### src/rtl/hwpe_ctrl_reqrsp_arbiter.sv
// Round-robin request arbiter with a PUSH/TRIGGER lock for an HWPE control
// target, plus an in-order route FIFO steering read responses to their issuer.
module hwpe_ctrl_reqrsp_arbiter #(
   parameter int unsigned N_REQ           = 2,
   parameter int unsigned ADDR_WIDTH      = 32,
   parameter int unsigned DATA_WIDTH      = 64,
   parameter int unsigned MAX_OUTSTANDING = 4
) (
   input  logic                                  clk_i,
   input  logic                                  rst_i,
   input  logic [N_REQ-1:0]                      req_q_valid_i,
   output logic [N_REQ-1:0]                      req_q_ready_o,
   input  logic [N_REQ-1:0]                      req_q_write_i,
   input  logic [N_REQ-1:0][ADDR_WIDTH-1:0]      req_q_addr_i,
   input  logic [N_REQ-1:0][DATA_WIDTH-1:0]      req_q_data_i,
   output logic [N_REQ-1:0]                      req_p_valid_o,
   input  logic [N_REQ-1:0]                      req_p_ready_i,
   output logic [N_REQ-1:0][DATA_WIDTH-1:0]      req_p_data_o,
   output logic                                  tgt_q_valid_o,
   input  logic                                  tgt_q_ready_i,
   output logic                                  tgt_q_write_o,
   output logic [ADDR_WIDTH-1:0]                 tgt_q_addr_o,
   output logic [DATA_WIDTH-1:0]                 tgt_q_data_o,
   input  logic                                  tgt_p_valid_i,
   output logic                                  tgt_p_ready_o,
   input  logic [DATA_WIDTH-1:0]                 tgt_p_data_i,
   output logic [$clog2(N_REQ):0]                lock_owner_o,
   output logic                                  err_o
);

   localparam int unsigned IW = $clog2(N_REQ);
   localparam int unsigned PW = $clog2(MAX_OUTSTANDING);
   localparam int unsigned CW = PW + 1;

   localparam logic [2:0] IDX_TRIGGER = 3'd0;
   localparam logic [2:0] IDX_SOFTCLR = 3'd3;
   localparam logic [2:0] IDX_PUSH    = 3'd4;

   logic [IW-1:0] r_ptr;
   logic          r_lock;
   logic [IW-1:0] r_owner;
   logic [IW-1:0] r_fifo [MAX_OUTSTANDING];
   logic [PW-1:0] r_wr;
   logic [PW-1:0] r_rd;
   logic [CW-1:0] r_cnt;

   logic [N_REQ-1:0] w_elig;
   logic [IW-1:0]    w_cand;
   logic [IW-1:0]    w_gnt;
   logic             w_gnt_vld;
   logic             w_full;
   logic             w_empty;
   logic             w_blocked;
   logic             w_qhs;
   logic             w_push;
   logic             w_pop;
   logic             w_rel;
   logic             w_acq;
   logic [2:0]       w_idx;
   logic [IW-1:0]    w_head;

   assign w_full  = (r_cnt == CW'(MAX_OUTSTANDING));
   assign w_empty = (r_cnt == '0);
   assign w_head  = r_fifo[r_rd];

   always_comb begin
      w_elig = '0;
      for (int i = 0; i < N_REQ; i++) begin
         w_elig[i] = req_q_valid_i[i] & (~r_lock | (r_owner == IW'(i)));
      end
   end

   // Scan from the far end so the candidate closest to r_ptr wins last.
   always_comb begin
      w_gnt_vld = 1'b0;
      w_gnt     = '0;
      w_cand    = '0;
      for (int k = N_REQ - 1; k >= 0; k--) begin
         w_cand = IW'((int'(r_ptr) + k) % N_REQ);
         if (w_elig[w_cand]) begin
            w_gnt_vld = 1'b1;
            w_gnt     = w_cand;
         end
      end
   end

   assign tgt_q_write_o = req_q_write_i[w_gnt];
   assign tgt_q_addr_o  = req_q_addr_i[w_gnt];
   assign tgt_q_data_o  = req_q_data_i[w_gnt];

   assign w_blocked     = ~tgt_q_write_o & w_full;
   assign tgt_q_valid_o = w_gnt_vld & ~w_blocked & ~rst_i;
   assign w_qhs         = tgt_q_valid_o & tgt_q_ready_i;
   assign w_idx         = tgt_q_addr_o[4:2];

   always_comb begin
      req_q_ready_o = '0;
      if (tgt_q_valid_o) begin
         req_q_ready_o[w_gnt] = tgt_q_ready_i;
      end
   end

   assign w_push = w_qhs & ~tgt_q_write_o;
   assign w_rel  = w_qhs & tgt_q_write_o & r_lock & (r_owner == w_gnt)
                 & ((w_idx == IDX_TRIGGER) | (w_idx == IDX_SOFTCLR));
   assign w_acq  = w_qhs & tgt_q_write_o & ~r_lock & (w_idx == IDX_PUSH);

   // Responses with no outstanding read are accepted and dropped.
   always_comb begin
      req_p_valid_o = '0;
      req_p_data_o  = '0;
      tgt_p_ready_o = 1'b1;
      err_o         = 1'b0;
      if (!w_empty) begin
         tgt_p_ready_o         = req_p_ready_i[w_head];
         req_p_valid_o[w_head] = tgt_p_valid_i & ~rst_i;
         req_p_data_o[w_head]  = tgt_p_data_i;
      end else begin
         err_o = tgt_p_valid_i & ~rst_i;
      end
   end

   assign w_pop = tgt_p_valid_i & tgt_p_ready_o & ~w_empty;

   always_ff @(posedge clk_i) begin
      if (rst_i) begin
         r_ptr   <= '0;
         r_lock  <= 1'b0;
         r_owner <= '0;
         r_wr    <= '0;
         r_rd    <= '0;
         r_cnt   <= '0;
      end else begin
         if (w_qhs) begin
            r_ptr <= (w_gnt == IW'(N_REQ - 1)) ? '0 : w_gnt + 1'b1;
         end
         if (w_push) begin
            r_fifo[r_wr] <= w_gnt;
            r_wr         <= r_wr + 1'b1;
         end
         if (w_pop) begin
            r_rd <= r_rd + 1'b1;
         end
         if (w_push && !w_pop) begin
            r_cnt <= r_cnt + 1'b1;
         end else if (!w_push && w_pop) begin
            r_cnt <= r_cnt - 1'b1;
         end
         if (w_rel) begin
            r_lock  <= 1'b0;
            r_owner <= '0;
         end else if (w_acq) begin
            r_lock  <= 1'b1;
            r_owner <= w_gnt;
         end
      end
   end

   assign lock_owner_o = {r_lock, r_owner};

endmodule

### config.mk
export PLATFORM = sky130hd
export DESIGN_NAME = hwpe_ctrl_reqrsp_arbiter
export DESIGN_NICKNAME = d
export VERILOG_FILES = /design/src/rtl/hwpe_ctrl_reqrsp_arbiter.sv
export SDC_FILE = /design/constraint.sdc
export NUM_CORES = 1
export LEC_CHECK = 0
export ABC_CLOCK_PERIOD_IN_PS = 2600
export BUFFER_PORTS_ARGS = -buffer_cell sky130_fd_sc_hd__buf_2
export CORE_AREA = 3 3 195 197
export DETAILED_ROUTE_END_ITERATION = 12
export DIE_AREA = 0 0 198 200
export GPL_TIMING_DRIVEN = 0
export MAX_ROUTING_LAYER = met4
export PLACE_DENSITY = 0.31
export SLEW_MARGIN = 20
export SYNTH_ARGS = -nofsm -noshare
export SYNTH_HDL_FRONTEND = slang
export SYNTH_SLANG_ARGS = --single-unit
### constraint.sdc
create_clock -name clk_i -period 2.6 [get_ports clk_i]
set_clock_uncertainty 0.2 [all_clocks]
set_input_delay 0 -clock clk_i [delete_from_list [all_inputs] [get_ports clk_i]]
set_output_delay 0 -clock clk_i [all_outputs]
set_load 0.05 [all_outputs]
Word level (Yosys, flattened, before mapping)
Memory sizes are Yosys's and may differ from the RTL's. A register that Yosys moved wholly into a read port is not among the register bits.
Cells that the tools add are included.

cells by class
  add/sub/neg operators = 6
  multiplexer cells = 35
  bitwise operators = 28
  order comparisons = 6
  equality and inequality tests = 4
  multiply operators = 0
  divide/modulo/power cells = 0
  shift-type cells = 0
  reductions and logical operators = 10

operator list
  operator                                                                      number
  64-bit two-way mux                                                            3
  128-bit AND                                                                   1
  128-bit two-way mux                                                           1
  64-bit demux with 1-bit select                                                1
  32-bit two-way mux                                                            2
  1-bit two-way mux                                                             20
  1-bit AND                                                                     16
  1-bit by 2-bit less-than comparator with 1-bit output, second input constant  4
  2-bit two-way mux                                                             4
  3-bit == test, second input constant                                          2
  3-bit zero test                                                               2
  3-bit two-way mux                                                             2
  1-bit NOT                                                                     6
  2-bit by 1-bit adder with 2-bit output, second input constant                 2
  2-bit AND                                                                     2
  1-bit logical AND                                                             4
  3-bit by 1-bit adder with 3-bit output, second input constant                 1
  3-bit by 2-bit == test with 1-bit output, second input constant               1
  1-bit bitwise OR                                                              3
  3-bit by 1-bit subtractor with 3-bit output, second input constant            1
  1-bit adder, second input constant                                            2
  1-bit demux with 1-bit select                                                 2
  1-bit >= comparator, second input constant                                    2
  1-bit zero test                                                               2
  other kinds (3)                                                               3

storage, ports and cells
  latch bits = 0
  memories = 1
  bits in writable memories = 4
  input bits = 266
  bits in registers = 10
  memory bits (read-only) = 0

memories
  name    words  bits a word  rd ports  clocked after Yosys merged registers in  wr ports  RTL line  RTL
  r_fifo  4      1            1         1                                        1         42        logic [IW-1:0] r_fifo [MAX_OUTSTANDING];

Logic depth before layout (Yosys ltp)
Gate-level depths: netlist (run 1).

  depth in word-level cells = 20
  depth in mapped cells = 13
  depth with buffers taken out = 11

Worst setup path after synthesis (run 1)
Ideal clock, no wire load.

  path kind = register to output
  from = reg (tool-made name)
  to = out req_p_valid_o[0]
  stages on the path, launching flop included = 4
  path slack = -219 ps
  data required time = 2400 ps
  buffers on the path = 1
  arrival time = 2619 ps
  cell sequence = dfxtp_1 > mux4_2 > clkbuf_1 > nor4bb_1

RTL lines
  item       RTL line  RTL
  to (decl)  16        output logic [N_REQ-1:0] req_p_valid_o,

==> results.rst, run 1 <==
.. list-table::
   :header-rows: 1

   * - Metric
     - Value
   * - Run status
     - finished with violations
   * - Violations in the final reports
     - hold timing, setup timing
   * - Logic pwr share
     - 0.868
   * - Startpoint type of the worst setup path
     - flip-flop
   * - Die area
     - 0.0396 mm2
   * - Slew @ Worst Pin
     - ~0.61 ns
   * - Root buffer selected by CTS
     - sky130_fd_sc_hd__clkbuf_16
   * - Iteration count of the initial detailed-routing pass
     - 6
   * - Final Hold Slack
     - -0.000285 ns
   * - Count of standard-cell rows
     - 70
   * - Vias/cell
     - about 3.7
   * - Internal Power
     - roughly 1400 uW
   * - Relative contribution of the clock network to total power
     - 0.066
   * - Vias
     - around 6000
   * - Max Fclk
     - between 0.3 and 0.4 GHz
   * - Deepest clock path buffer count
     - 2
   * - Netlist area before placement
     - approximately 0.0032 mm2
   * - Number of buffers inserted during clock tree synthesis
     - 3
   * - Leading area contributor after synthesis
     - sky130_fd_sc_hd__nand2_1
   * - Horizontal extent of the die
     - between 150 and 200 um
   * - Final setup violating endpoints
     - 1
   * - Power per cell area
     - around 700 mW/mm2
   * - Deepest level of the CTS H-tree
     - 1
   * - Register clock-pin slew on the reported worst setup and hold paths
     - 0.05 ns
   * - Share of the clock period used by the worst path
     - 1.03
   * - Path type of the worst setup path
     - flip-flop to flip-flop
   * - Power dissipated by switching net loads
     - between 3000 and 4000 uW
   * - Area growth from synthesis to final layout
     - 106%
   * - Worst VDD drop
     - 0.000221 V
   * - Least setup slack across all paths after layout
     - -0.0761 ns
   * - Setup Slack @ Placement
     - -0.409 ns
   * - Routed length per instance
     - roughly 18 um
   * - Average cell area after synthesis
     - roughly 5.0 um2
   * - Post-route standard cell area excluding fillers
     - between 0.006 and 0.007 mm2
   * - Sequential share of the synthesized area
     - 0.113
   * - Leading register cell type out of synthesis
     - sky130_fd_sc_hd__dfxtp_1
   * - Vias in the first global route
     - between 6000 and 7000
   * - Die height
     - approximately 200 um
   * - Clk sink count
     - 16
   * - Placeable core region
     - between 0.03 and 0.04 mm2
   * - Total wire length
     - about 29000 um
   * - Total count of hold-check failures in the final report
     - 2
   * - Remaining global-route overflow
     - 0
   * - Final core area utilization
     - 0.180
   * - Wire length of the first global-routing pass
     - between 30000 and 40000 um
   * - Top-level port count
     - 500
   * - Fill cell total of the finished layout
     - 4400
   * - Starting density of the core
     - 0.0874
   * - Number of warning messages in the yosys log
     - 0
   * - Worst-path maximum fanout
     - 2
   * - Clk_lat worst skew
     - ~0.25 ns
   * - Largest net degree at the start of global routing
     - 14
   * - Number of enable flip-flop cells after synthesis
     - 4
   * - Initial antenna violation count
     - 15
   * - Post-synthesis sequential element count
     - 16
   * - Sw Share
     - 0.696
   * - Period minus WS final
     - approximately 2.7 ns
   * - Unrepaired setup endpoints after global routing
     - yes
   * - Detail Route Antenna Nets
     - 0
   * - GR Util All Layers
     - 0.136
   * - Leakage
     - about 0.0042 uW
   * - Instance area after placement
     - ~0.0063 mm2
   * - Commonest cells after routing, fill and taps aside
     - 491 x sky130_fd_sc_hd__buf_2, 353 x sky130_fd_sc_hd__nand2_1, 73 x sky130_fd_sc_hd__nor2_1, 65 x sky130_fd_sc_hd__and3_1, 28 x sky130_fd_sc_hd__clkbuf_1
   * - RD Place Congestion
     - between 0.8 and 0.9
   * - Headroom to the max-slew limit
     - 0.596
   * - Fraction of final layout cells with drive strength greater than 1
     - 0.485
   * - Max Slew Vio Count
     - 0
   * - Final HPWL DP
     - 26000 um
   * - PortBufs
     - between 400 and 500
   * - Number of remaining DRC errors
     - 0
   * - Fraction of synthesized cell area taken by the top area cell type
     - 0.416
   * - Part of the total power dissipated in sequential elements
     - 0.066
   * - TNS Setup
     - -0.0761 ns
   * - Synth cell types
     - 41
   * - Number of standard cells after synthesis
     - around 630
   * - Mapped Nets
     - about 910
   * - Path class of the lowest-slack min-delay path
     - input pin to flip-flop
   * - MaxCap Viol Count
     - 0
   * - Arrival time at the worst endpoint
     - about 2.7 ns
   * - Clock tree from TritonCTS
     - built
   * - Required time at the worst-slack endpoint
     - 2.58 ns
   * - Most common cell after layout, fill and taps aside
     - sky130_fd_sc_hd__buf_2
   * - Layout net count
     - 1416
   * - Top post-synthesis cells by area
     - sky130_fd_sc_hd__nand2_1 42%, sky130_fd_sc_hd__and3_1 13%, sky130_fd_sc_hd__nor2_1 8.6%, sky130_fd_sc_hd__dfxtp_1 7.5%, sky130_fd_sc_hd__clkbuf_1 5.3%
   * - Initial detailed-routing violation count
     - 165
   * - Type of destination of the critical path
     - flip-flop
   * - Fraction of registers with async set or reset after synthesis
     - 0
==> critical path, stage by stage (launching register included) <==
cell                       delay, ns
sky130_fd_sc_hd__edfxtp_1       0.36
sky130_fd_sc_hd__mux4_2         0.53
sky130_fd_sc_hd__mux2i_4        0.19
sky130_fd_sc_hd__nand3b_1       0.22
sky130_fd_sc_hd__ha_4           0.17
sky130_fd_sc_hd__inv_2          0.03
sky130_fd_sc_hd__fa_2           0.32
sky130_fd_sc_hd__xor2_1         0.15
sky130_fd_sc_hd__or3_1          0.30
sky130_fd_sc_hd__a21oi_1        0.14
==> kinds of logic after synthesis <==
logic type               Yosys count  share of synthesized area
AND/OR/NAND/NOR                  513                      0.680
buffers and inverters             66                     0.0860
AO/OA/AOI/OAI                     20                     0.0499
flip-flops                        16                      0.113
multiplexers                       8                     0.0310
adder cells (fa/ha/maj)            6                     0.0259
XOR/XNOR                           5                     0.0137
==> final cells by class <==
class | instances | area (um2) | area share
clock inverter | 1 | 3.75 | 0.000572
inverter | 11 | 46.3 | 0.00706
buffer | 53 | 258 | 0.0393
multi-input combinational | 552 | 2610 | 0.398
timing repair buffer | 507 | 2590 | 0.395
antenna | 12 | 30.0 | 0.00458
clock buffer | 3 | 75.1 | 0.0114
tap | 468 | 586 | 0.0893
sequential | 16 | 363 | 0.0553
==> path summary, 6_finish.rpt <==
check                              startpoint        to  slack (ns)  depth (start not counted)
worst max-delay path                r_fifo[2]  r_cnt[2]       -0.08                          9
worst min-delay path            tgt_p_valid_i   r_rd[1]     -0.0003                          4
worst max register to register      r_fifo[2]  r_cnt[2]       -0.08                          9
worst min register to register          r_ptr     r_ptr        0.28                          2
==> synthesized netlist by cell type (2+ instances only) <==
cell                       number
sky130_fd_sc_hd__or3_1          3
sky130_fd_sc_hd__nor2_1        73
sky130_fd_sc_hd__ha_1           5
sky130_fd_sc_hd__mux2i_1        5
sky130_fd_sc_hd__a31oi_1        2
sky130_fd_sc_hd__xor2_1         4
sky130_fd_sc_hd__inv_1         10
sky130_fd_sc_hd__a21boi_0       2
sky130_fd_sc_hd__a21oi_1        4
sky130_fd_sc_hd__o21ai_0        5
sky130_fd_sc_hd__buf_4          3
sky130_fd_sc_hd__buf_2          6
sky130_fd_sc_hd__nor3b_1        2
sky130_fd_sc_hd__a311oi_1       2
sky130_fd_sc_hd__nor4b_1        2
sky130_fd_sc_hd__nand2_1      353
sky130_fd_sc_hd__and2_1         6
sky130_fd_sc_hd__and3_1        65
sky130_fd_sc_hd__clkbuf_1      45
sky130_fd_sc_hd__nand2b_1       2
sky130_fd_sc_hd__edfxtp_1       4
sky130_fd_sc_hd__dfxtp_1       12
==> layer usage <==
layer / wire, um / GRT usage / up-vias
li1: - / - / 3013
met1: 10800 / 0.139 / 2651
met2: 15100 / 0.266 / 326
met3: 2470 / 0.0351 / 21
met4: 395 / 0.0189 / 0
met5: 0 / - / -
==> timing repair <==
action                                  in CTS  in global routing
hold endpoints to repair                     1                  0
cloned                                       0                  0
setup buffers                                4                  3
endpoints found under the setup margin     124                 43
gates resized for setup                     30                 15
pin swaps                                    2                  5
hold buffers                                 1                  0
==> power groups by stage <==
stage | logic [uW] | clock network [uW] | registers, uW
final | 3990 | 305 | 303
after global routing | 4260 | 324 | 308
after CTS | 4030 | 317 | 303
after detailed placement | 3980 | 0 | 307
after global placement | 3990 | 0 | 309
after floorplan | 2760 | 0 | 302
==> metrics by stage <==
stage,power [uW],hold slack [ns],instances
after detailed placement,4280,0.176,1601
final,4600,-0.000285,1623
after global placement,4300,0.173,1601
after CTS,4650,0.00862,1608
after global routing,4890,0.0304,1620
after floorplan,3060,-0.0967,634
Note: power is estimated with default switching activity, not from simulation.
==> run 2, diff against run 1 <==
--- a/config.mk
+++ b/config.mk
@@ -7,12 +7,14 @@
 export LEC_CHECK = 0
 export ABC_CLOCK_PERIOD_IN_PS = 2600
 export BUFFER_PORTS_ARGS = -buffer_cell sky130_fd_sc_hd__buf_2
+export CAP_MARGIN = 30
 export CORE_AREA = 3 3 195 197
 export DETAILED_ROUTE_END_ITERATION = 12
 export DIE_AREA = 0 0 198 200
 export GPL_TIMING_DRIVEN = 0
 export MAX_ROUTING_LAYER = met4
 export PLACE_DENSITY = 0.31
+export REMOVE_ABC_BUFFERS = 1
 export SLEW_MARGIN = 20
 export SYNTH_ARGS = -nofsm -noshare
 export SYNTH_HDL_FRONTEND = slang
==> run 2 against run 1 <==
Sequential share of layout area shrank 0.31 points. Core utilization increased by 1.4 points. Clock power about the same. Critical path depth is 1 higher. The run ends with setup timing left. Combinational power rose by 4%. Worst hold slack gained 0.0079 ns. Highest routed layer unchanged. Largest power group unchanged. Cell count fell by 1.5%. Final area rose by 7.8%.
==> results.rst, run 2 (synthesis results as in run 1) <==
.. list-table::
   :header-rows: 1

   * - Metric
     - Value
   * - Run status
     - finished with violations
   * - Violations in the final reports
     - setup timing
   * - Period minus WS final
     - a little over 3 ns
   * - Required time at the worst-slack endpoint
     - between 2 and 3 ns
   * - Total count of hold-check failures in the final report
     - 0
   * - Vias in the first global route
     - ~5700
   * - Remaining global-route overflow
     - 0
   * - Commonest cells after routing, fill and taps aside
     - 440 x sky130_fd_sc_hd__buf_2, 353 x sky130_fd_sc_hd__nand2_1, 65 x sky130_fd_sc_hd__and3_1, 54 x sky130_fd_sc_hd__nor2_1, 51 x sky130_fd_sc_hd__buf_4
   * - Die area
     - ~0.04 mm2
   * - Amount of wire on met2 after detailed routing
     - between 15000 and 20000 um
   * - Total wire length
     - roughly 30000 um
   * - Detail Route Antenna Nets
     - 0
   * - Deepest clock path buffer count
     - 2
   * - Startpoint type of the worst setup path
     - flip-flop
   * - Path class of the lowest-slack min-delay path
     - input pin to flip-flop
   * - MaxCap Viol Count
     - 0
   * - R2R depth
     - 10
   * - Deepest level of the CTS H-tree
     - 1
   * - Highest metal layer with signal wires
     - met4
   * - Clock tree from TritonCTS
     - built
   * - Worst stage delay on the critical path
     - about 0.68 ns
   * - Worst-path maximum fanout
     - 2
   * - Slew @ Worst Pin
     - 0.605 ns
   * - Path type of the worst setup path
     - flip-flop to flip-flop
   * - Capturing point of the worst reg2reg path
     - r_cnt[2]
   * - Layout net count
     - roughly 1400
   * - Max Slew Vio Count
     - 0
   * - Placeable core region
     - ~0.036 mm2
   * - Headroom to the max-slew limit
     - 0.596
   * - Iteration count of the initial detailed-routing pass
     - 4
   * - Final setup violating endpoints
     - 3
   * - Area growth from synthesis to final layout
     - 122%
   * - Final HPWL DP
     - 23000 um
   * - Unrepaired setup endpoints after global routing
     - yes
   * - Arrival time at the worst endpoint
     - slightly above 3 ns
   * - Max Fclk
     - 0.325 GHz
   * - Clk_lat worst skew
     - roughly 0.25 ns
   * - Count of standard-cell rows
     - 70
   * - Type of destination of the critical path
     - flip-flop
   * - Endpoint with the worst hold slack
     - r_rd[1]
   * - Horizontal extent of the die
     - ~200 um
   * - Ordered list of cells on the worst path
     - mux4_4, buf_16, mux2i_4, nand3b_1, ha_4, inv_2, fa_2, xor2_1, or3_1, a21oi_1
   * - PortBufs
     - about 500
   * - Most common cell after layout, fill and taps aside
     - sky130_fd_sc_hd__buf_2
   * - Initial detailed-routing violation count
     - 192
   * - CP max-delay cell
     - sky130_fd_sc_hd__mux4_4
   * - Least setup slack across all paths after layout
     - -0.476 ns
   * - Met3 wire length
     - about 2300 um
   * - Initial antenna violation count
     - 18
   * - RD Place Congestion
     - ~0.73
   * - Number of remaining DRC errors
     - 0
   * - GR Util All Layers
     - 0.140
   * - Leakage
     - about 0.0043 uW
   * - Wire length of the first global-routing pass
     - a little under 40000 um
   * - Hold path startpoint
     - rst_i
   * - Vias
     - about 6000
   * - TNS Setup
     - -0.895 ns
   * - Power per cell area
     - 672 mW/mm2
   * - Register clock-pin slew on the reported worst setup and hold paths
     - 0.05 ns
   * - Reg-to-reg critical path startpoint
     - r_fifo[3]
   * - Worst VDD drop
     - 0.000385 V
   * - Routed metal-1 wirelength
     - approximately 11000 um
   * - Number of buffers inserted during clock tree synthesis
     - 3
   * - Register-to-Register Setup Slack
     - -0.48 ns
   * - Top-level port count
     - 500
   * - Starting density of the core
     - 0.0874
   * - Die height
     - about 200 um
   * - Setup Slack @ Placement
     - -1.64 ns
   * - Share of the clock period used by the worst path
     - 1.18
   * - Routed length per instance
     - ~19 um
   * - Vias/cell
     - ~3.7
   * - Root buffer selected by CTS
     - sky130_fd_sc_hd__clkbuf_16
   * - Clk sink count
     - 16
   * - Worst hold path stage count
     - 2
   * - Fraction of final layout cells with drive strength greater than 1
     - 0.513
   * - Largest net degree at the start of global routing
     - between 70 and 80
-- run 2: repair_timing --
item,CTS,global route
gates cloned,11,0
gates resized for setup,73,55
buffers inserted,18,0
endpoints found under the hold margin,8,4
setup endpoints to repair,121,64
hold buffers,1,3
pin swaps,5,3
-- run 2: worst max path at each step --
stage | slack (ns) | depth (start not counted) | startpoint | endpoint
after floorplan | -2.60 | 11 | r_lock | r_cnt[2]
after global placement | -4.32 | 11 | r_lock | r_cnt[2]
after detailed placement | -1.64 | 13 | r_lock | r_cnt[2]
after CTS | -0.53 | 10 | r_fifo[2] | r_cnt[2]
after global routing | -0.60 | 10 | r_fifo[3] | r_cnt[2]
final | -0.48 | 10 | r_fifo[3] | r_cnt[2]
-- run 2: metrics by stage --
stage / utilization / hold WS (ns) / cell area (um2) / instances / power (uW)
after floorplan: - / -0.131 / 2950 / 579 / 2990
after global placement: 0.166 / 0.172 / 6040 / 1546 / 3800
after detailed placement: 0.169 / 0.173 / 6170 / 1550 / 4110
after CTS: 0.189 / -0.0289 / 6890 / 1583 / 4730
after global routing: 0.194 / 0.0550 / 7060 / 1593 / 5020
final: 0.194 / 0.00760 / 7070 / 1598 / 4750
-- run 2: area by class of cell --
cell class | count | area, um2
tap | 468 | 586
inverter | 11 | 53.8
clock buffer | 3 | 75.1
sequential | 16 | 369
multi-input combinational | 556 | 2730
antenna | 12 | 30.0
timing repair buffer | 531 | 3220
fill | 4308 | 29400
clock inverter | 1 | 3.75
-- run 2: power by group --
group | leakage (uW) | internal (uW) | switching (uW) | total [uW]
combinational | 0.00417 | 1130 | 3010 | 4140
clock | 0.0000386 | 204 | 101 | 305
sequential | 0.000136 | 280 | 27.0 | 307
total | 0.00435 | 1610 | 3140 | 4750
-- run 2: critical path, delay by kind of cell (launching register included) --
family,cells,cell delay [ns]
multiplexers,2,0.90
AND/OR/NAND/NOR,2,0.55
adder cells (fa/ha/maj),2,0.49
flip-flops,1,0.38
buffers and inverters,2,0.21
XOR/XNOR,1,0.15
AO/OA/AOI/OAI,1,0.13
-- run 2: layer usage --
layer  global-route usage  up-vias
met5                    -        -
met4               0.0241        0
met3               0.0322       26
met2                0.271      336
met1                0.146     2572
li1                     -     2972
==> run 3, diff against run 2 <==
--- a/config.mk
+++ b/config.mk
@@ -15,6 +15,7 @@
 export MAX_ROUTING_LAYER = met4
 export PLACE_DENSITY = 0.31
 export REMOVE_ABC_BUFFERS = 1
+export SKIP_LAST_GASP = 1
 export SLEW_MARGIN = 20
 export SYNTH_ARGS = -nofsm -noshare
 export SYNTH_HDL_FRONTEND = slang
==> run 3 against run 2 <==
Critical endpoint unchanged. Largest cell class unchanged. Non-clock buffer count increased by 2. Combinational power about the same. Sequential share of layout area about the same. Clock power about the same. Routed wire length increased by 0.94%. The flow still finishes with violations (setup timing).
==> results.rst, run 3 (synthesis results as in run 1) <==
.. list-table::
   :header-rows: 1

   * - Metric
     - Value
   * - Vias/cell
     - about 3.7
   * - Arrival time at the worst endpoint
     - a little over 3 ns
   * - Logic pwr share
     - 0.871
   * - Most common cell after layout, fill and taps aside
     - sky130_fd_sc_hd__buf_2
   * - Placeable core region
     - 0.0364 mm2
   * - Overall power of the completed layout
     - 4760 uW
   * - Final HPWL DP
     - between 20000 and 25000 um
   * - Share of the clock period used by the worst path
     - 1.18
   * - Max Slew Vio Count
     - 0
   * - Part of the total power dissipated in sequential elements
     - 0.064
   * - Hold path startpoint
     - rst_i
   * - Internal Power
     - 1610 uW
   * - Path type of the worst setup path
     - flip-flop to flip-flop
   * - Headroom to the max-slew limit
     - 0.569
   * - Vias in the first global route
     - about 5700
   * - Period minus WS final
     - roughly 3.1 ns
   * - Worst stage delay on the critical path
     - a little under 0.7 ns
   * - Deepest clock path buffer count
     - 2
   * - Endpoint with the worst hold slack
     - r_rd[1]
   * - Iteration count of the initial detailed-routing pass
     - 4
   * - Vias
     - 5922
   * - Clock tree from TritonCTS
     - built
   * - Worst hold path stage count
     - 2
   * - Worst VDD drop
     - roughly 0.00039 V
   * - Register-to-Register Setup Slack
     - -0.47 ns
   * - Commonest cells after routing, fill and taps aside
     - 441 x sky130_fd_sc_hd__buf_2, 353 x sky130_fd_sc_hd__nand2_1, 65 x sky130_fd_sc_hd__and3_1, 57 x sky130_fd_sc_hd__nor2_1, 44 x sky130_fd_sc_hd__buf_4
   * - PortBufs
     - between 400 and 500
   * - Number of remaining DRC errors
     - 0
   * - Unrepaired setup endpoints after global routing
     - yes
   * - Area growth from synthesis to final layout
     - 122%
   * - Fraction of final layout cells with drive strength greater than 1
     - 0.511
   * - R2R depth
     - 10
   * - Total count of hold-check failures in the final report
     - 0
   * - Slew @ Worst Pin
     - 0.638 ns
   * - Capturing point of the worst reg2reg path
     - r_cnt[2]
   * - Violations in the final reports
     - setup timing
   * - Layout net count
     - approximately 1400
   * - Path class of the lowest-slack min-delay path
     - input pin to flip-flop
   * - Type of destination of the critical path
     - flip-flop
   * - Instance area after placement
     - roughly 0.006 mm2
   * - Power per cell area
     - between 600 and 700 mW/mm2
   * - MaxCap Viol Count
     - 0
   * - Register clock-pin slew on the reported worst setup and hold paths
     - roughly 0.05 ns
   * - Startpoint type of the worst setup path
     - flip-flop
   * - Routed length per instance
     - 18.9 um
   * - Count of standard-cell rows
     - 70
   * - Die height
     - 200 um
   * - Root buffer selected by CTS
     - sky130_fd_sc_hd__clkbuf_16
   * - Final setup violating endpoints
     - 3
   * - Relative contribution of the clock network to total power
     - 0.064
   * - Least setup slack across all paths after layout
     - -0.472 ns
   * - Detail Route Antenna Nets
     - 0
   * - Die area
     - 0.0396 mm2
   * - Largest net degree at the start of global routing
     - 76
   * - TNS Setup
     - -0.998 ns
   * - Total wire length
     - between 30000 and 40000 um
   * - Remaining global-route overflow
     - 0
   * - GR Util All Layers
     - 0.140
   * - Post-route standard cell area excluding fillers
     - just over 0.007 mm2
   * - Required time at the worst-slack endpoint
     - roughly 2.6 ns
   * - Number of buffers inserted during clock tree synthesis
     - 3
   * - Initial antenna violation count
     - 18
   * - RD Place Congestion
     - roughly 0.73
   * - CP max-delay cell
     - sky130_fd_sc_hd__mux4_4
   * - Ordered list of cells on the worst path
     - mux4_4, buf_16, mux2i_4, nand3b_1, ha_4, inv_2, fa_2, xor2_1, or3_1, a21oi_1
   * - Worst-path maximum fanout
     - 2
   * - Sw Share
     - 0.661
   * - Initial detailed-routing violation count
     - about 180
   * - Power dissipated by switching net loads
     - 3150 uW
   * - Reg-to-reg critical path startpoint
     - r_fifo[3]
   * - Horizontal extent of the die
     - around 200 um
   * - Leakage
     - approximately 0.0044 uW
   * - Starting density of the core
     - 0.0874
   * - Fill cell total of the finished layout
     - 4300
   * - Deepest level of the CTS H-tree
     - 1
   * - Max Fclk
     - about 0.33 GHz
   * - Run status
     - finished with violations
   * - Clk_lat worst skew
     - roughly 0.25 ns
   * - Top-level port count
     - 500
   * - Clk sink count
     - 16
   * - Wire length of the first global-routing pass
     - roughly 39000 um
run 3: through the flow:
step	hold WS (ns)	cells	worst slack [ns]	utilization
final	0.00847	1599	-0.472	0.194
after global routing	0.0545	1595	-0.604	0.194
after global placement	0.172	1546	-4.32	0.166
after CTS	-0.0289	1583	-0.531	0.185
after floorplan	-0.131	579	-2.60	-
after detailed placement	0.173	1550	-1.64	0.169
run 3: how the worst max path moves through the flow:
stage,start,to,slack [ns],depth (start not counted)
after floorplan,r_lock,r_cnt[2],-2.60,11
after global placement,r_lock,r_cnt[2],-4.32,11
after detailed placement,r_lock,r_cnt[2],-1.64,13
after CTS,r_fifo[2],r_cnt[2],-0.53,10
after global routing,r_fifo[3],r_cnt[2],-0.60,10
final,r_fifo[3],r_cnt[2],-0.47,10
run 3: final cells by class:
type	instances	area, um2	area share
Clock buffer	3	75.1	0.0106
Sequential cell	16	369	0.0521
Clock inverter	1	3.75	0.000530
Multi-Input combinational cell	556	2730	0.385
Tap cell	468	586	0.0827
Timing Repair Buffer	533	3240	0.458
Inverter	11	53.8	0.00759
Antenna cell	11	27.5	0.00389
run 3: worst max-delay path: cells and delay by family (launching register included):
family	cells	cell delay, ns
compound gates	1	0.13
mux	2	0.90
xor+xnor	1	0.15
fa+ha+maj	2	0.49
simple gates	2	0.55
flops	1	0.38
buf+inv	2	0.21
run 3: power groups by stage:
| stage | sequential (uW) | combinational [uW] | clock, uW |
|---|---|---|---|
| finish | 307 | 4150 | 305 |
| global route | 312 | 4390 | 326 |
| CTS | 307 | 4020 | 316 |
| detailed placement | 310 | 3800 | 0 |
| global placement | 305 | 3490 | 0 |
| floorplan | 309 | 2680 | 0 |
run 3: layer usage:
layer  global-route usage  wire length (um)  vias up
met1                0.146             11300     2582
met3               0.0322              2260       26
met4               0.0241               627        0
met2                0.270             16000      336
li1                     -                 -     2978
met5                    -                 0        -
run 3: timing repair:
action                                  CTS  global route
buffers inserted                         18             0
pin swaps                                 5             3
cloned                                   11             2
hold buffers                              1             3
hold endpoints to repair                  8             4
endpoints found under the setup margin  121            63
gates resized for setup                  18           136
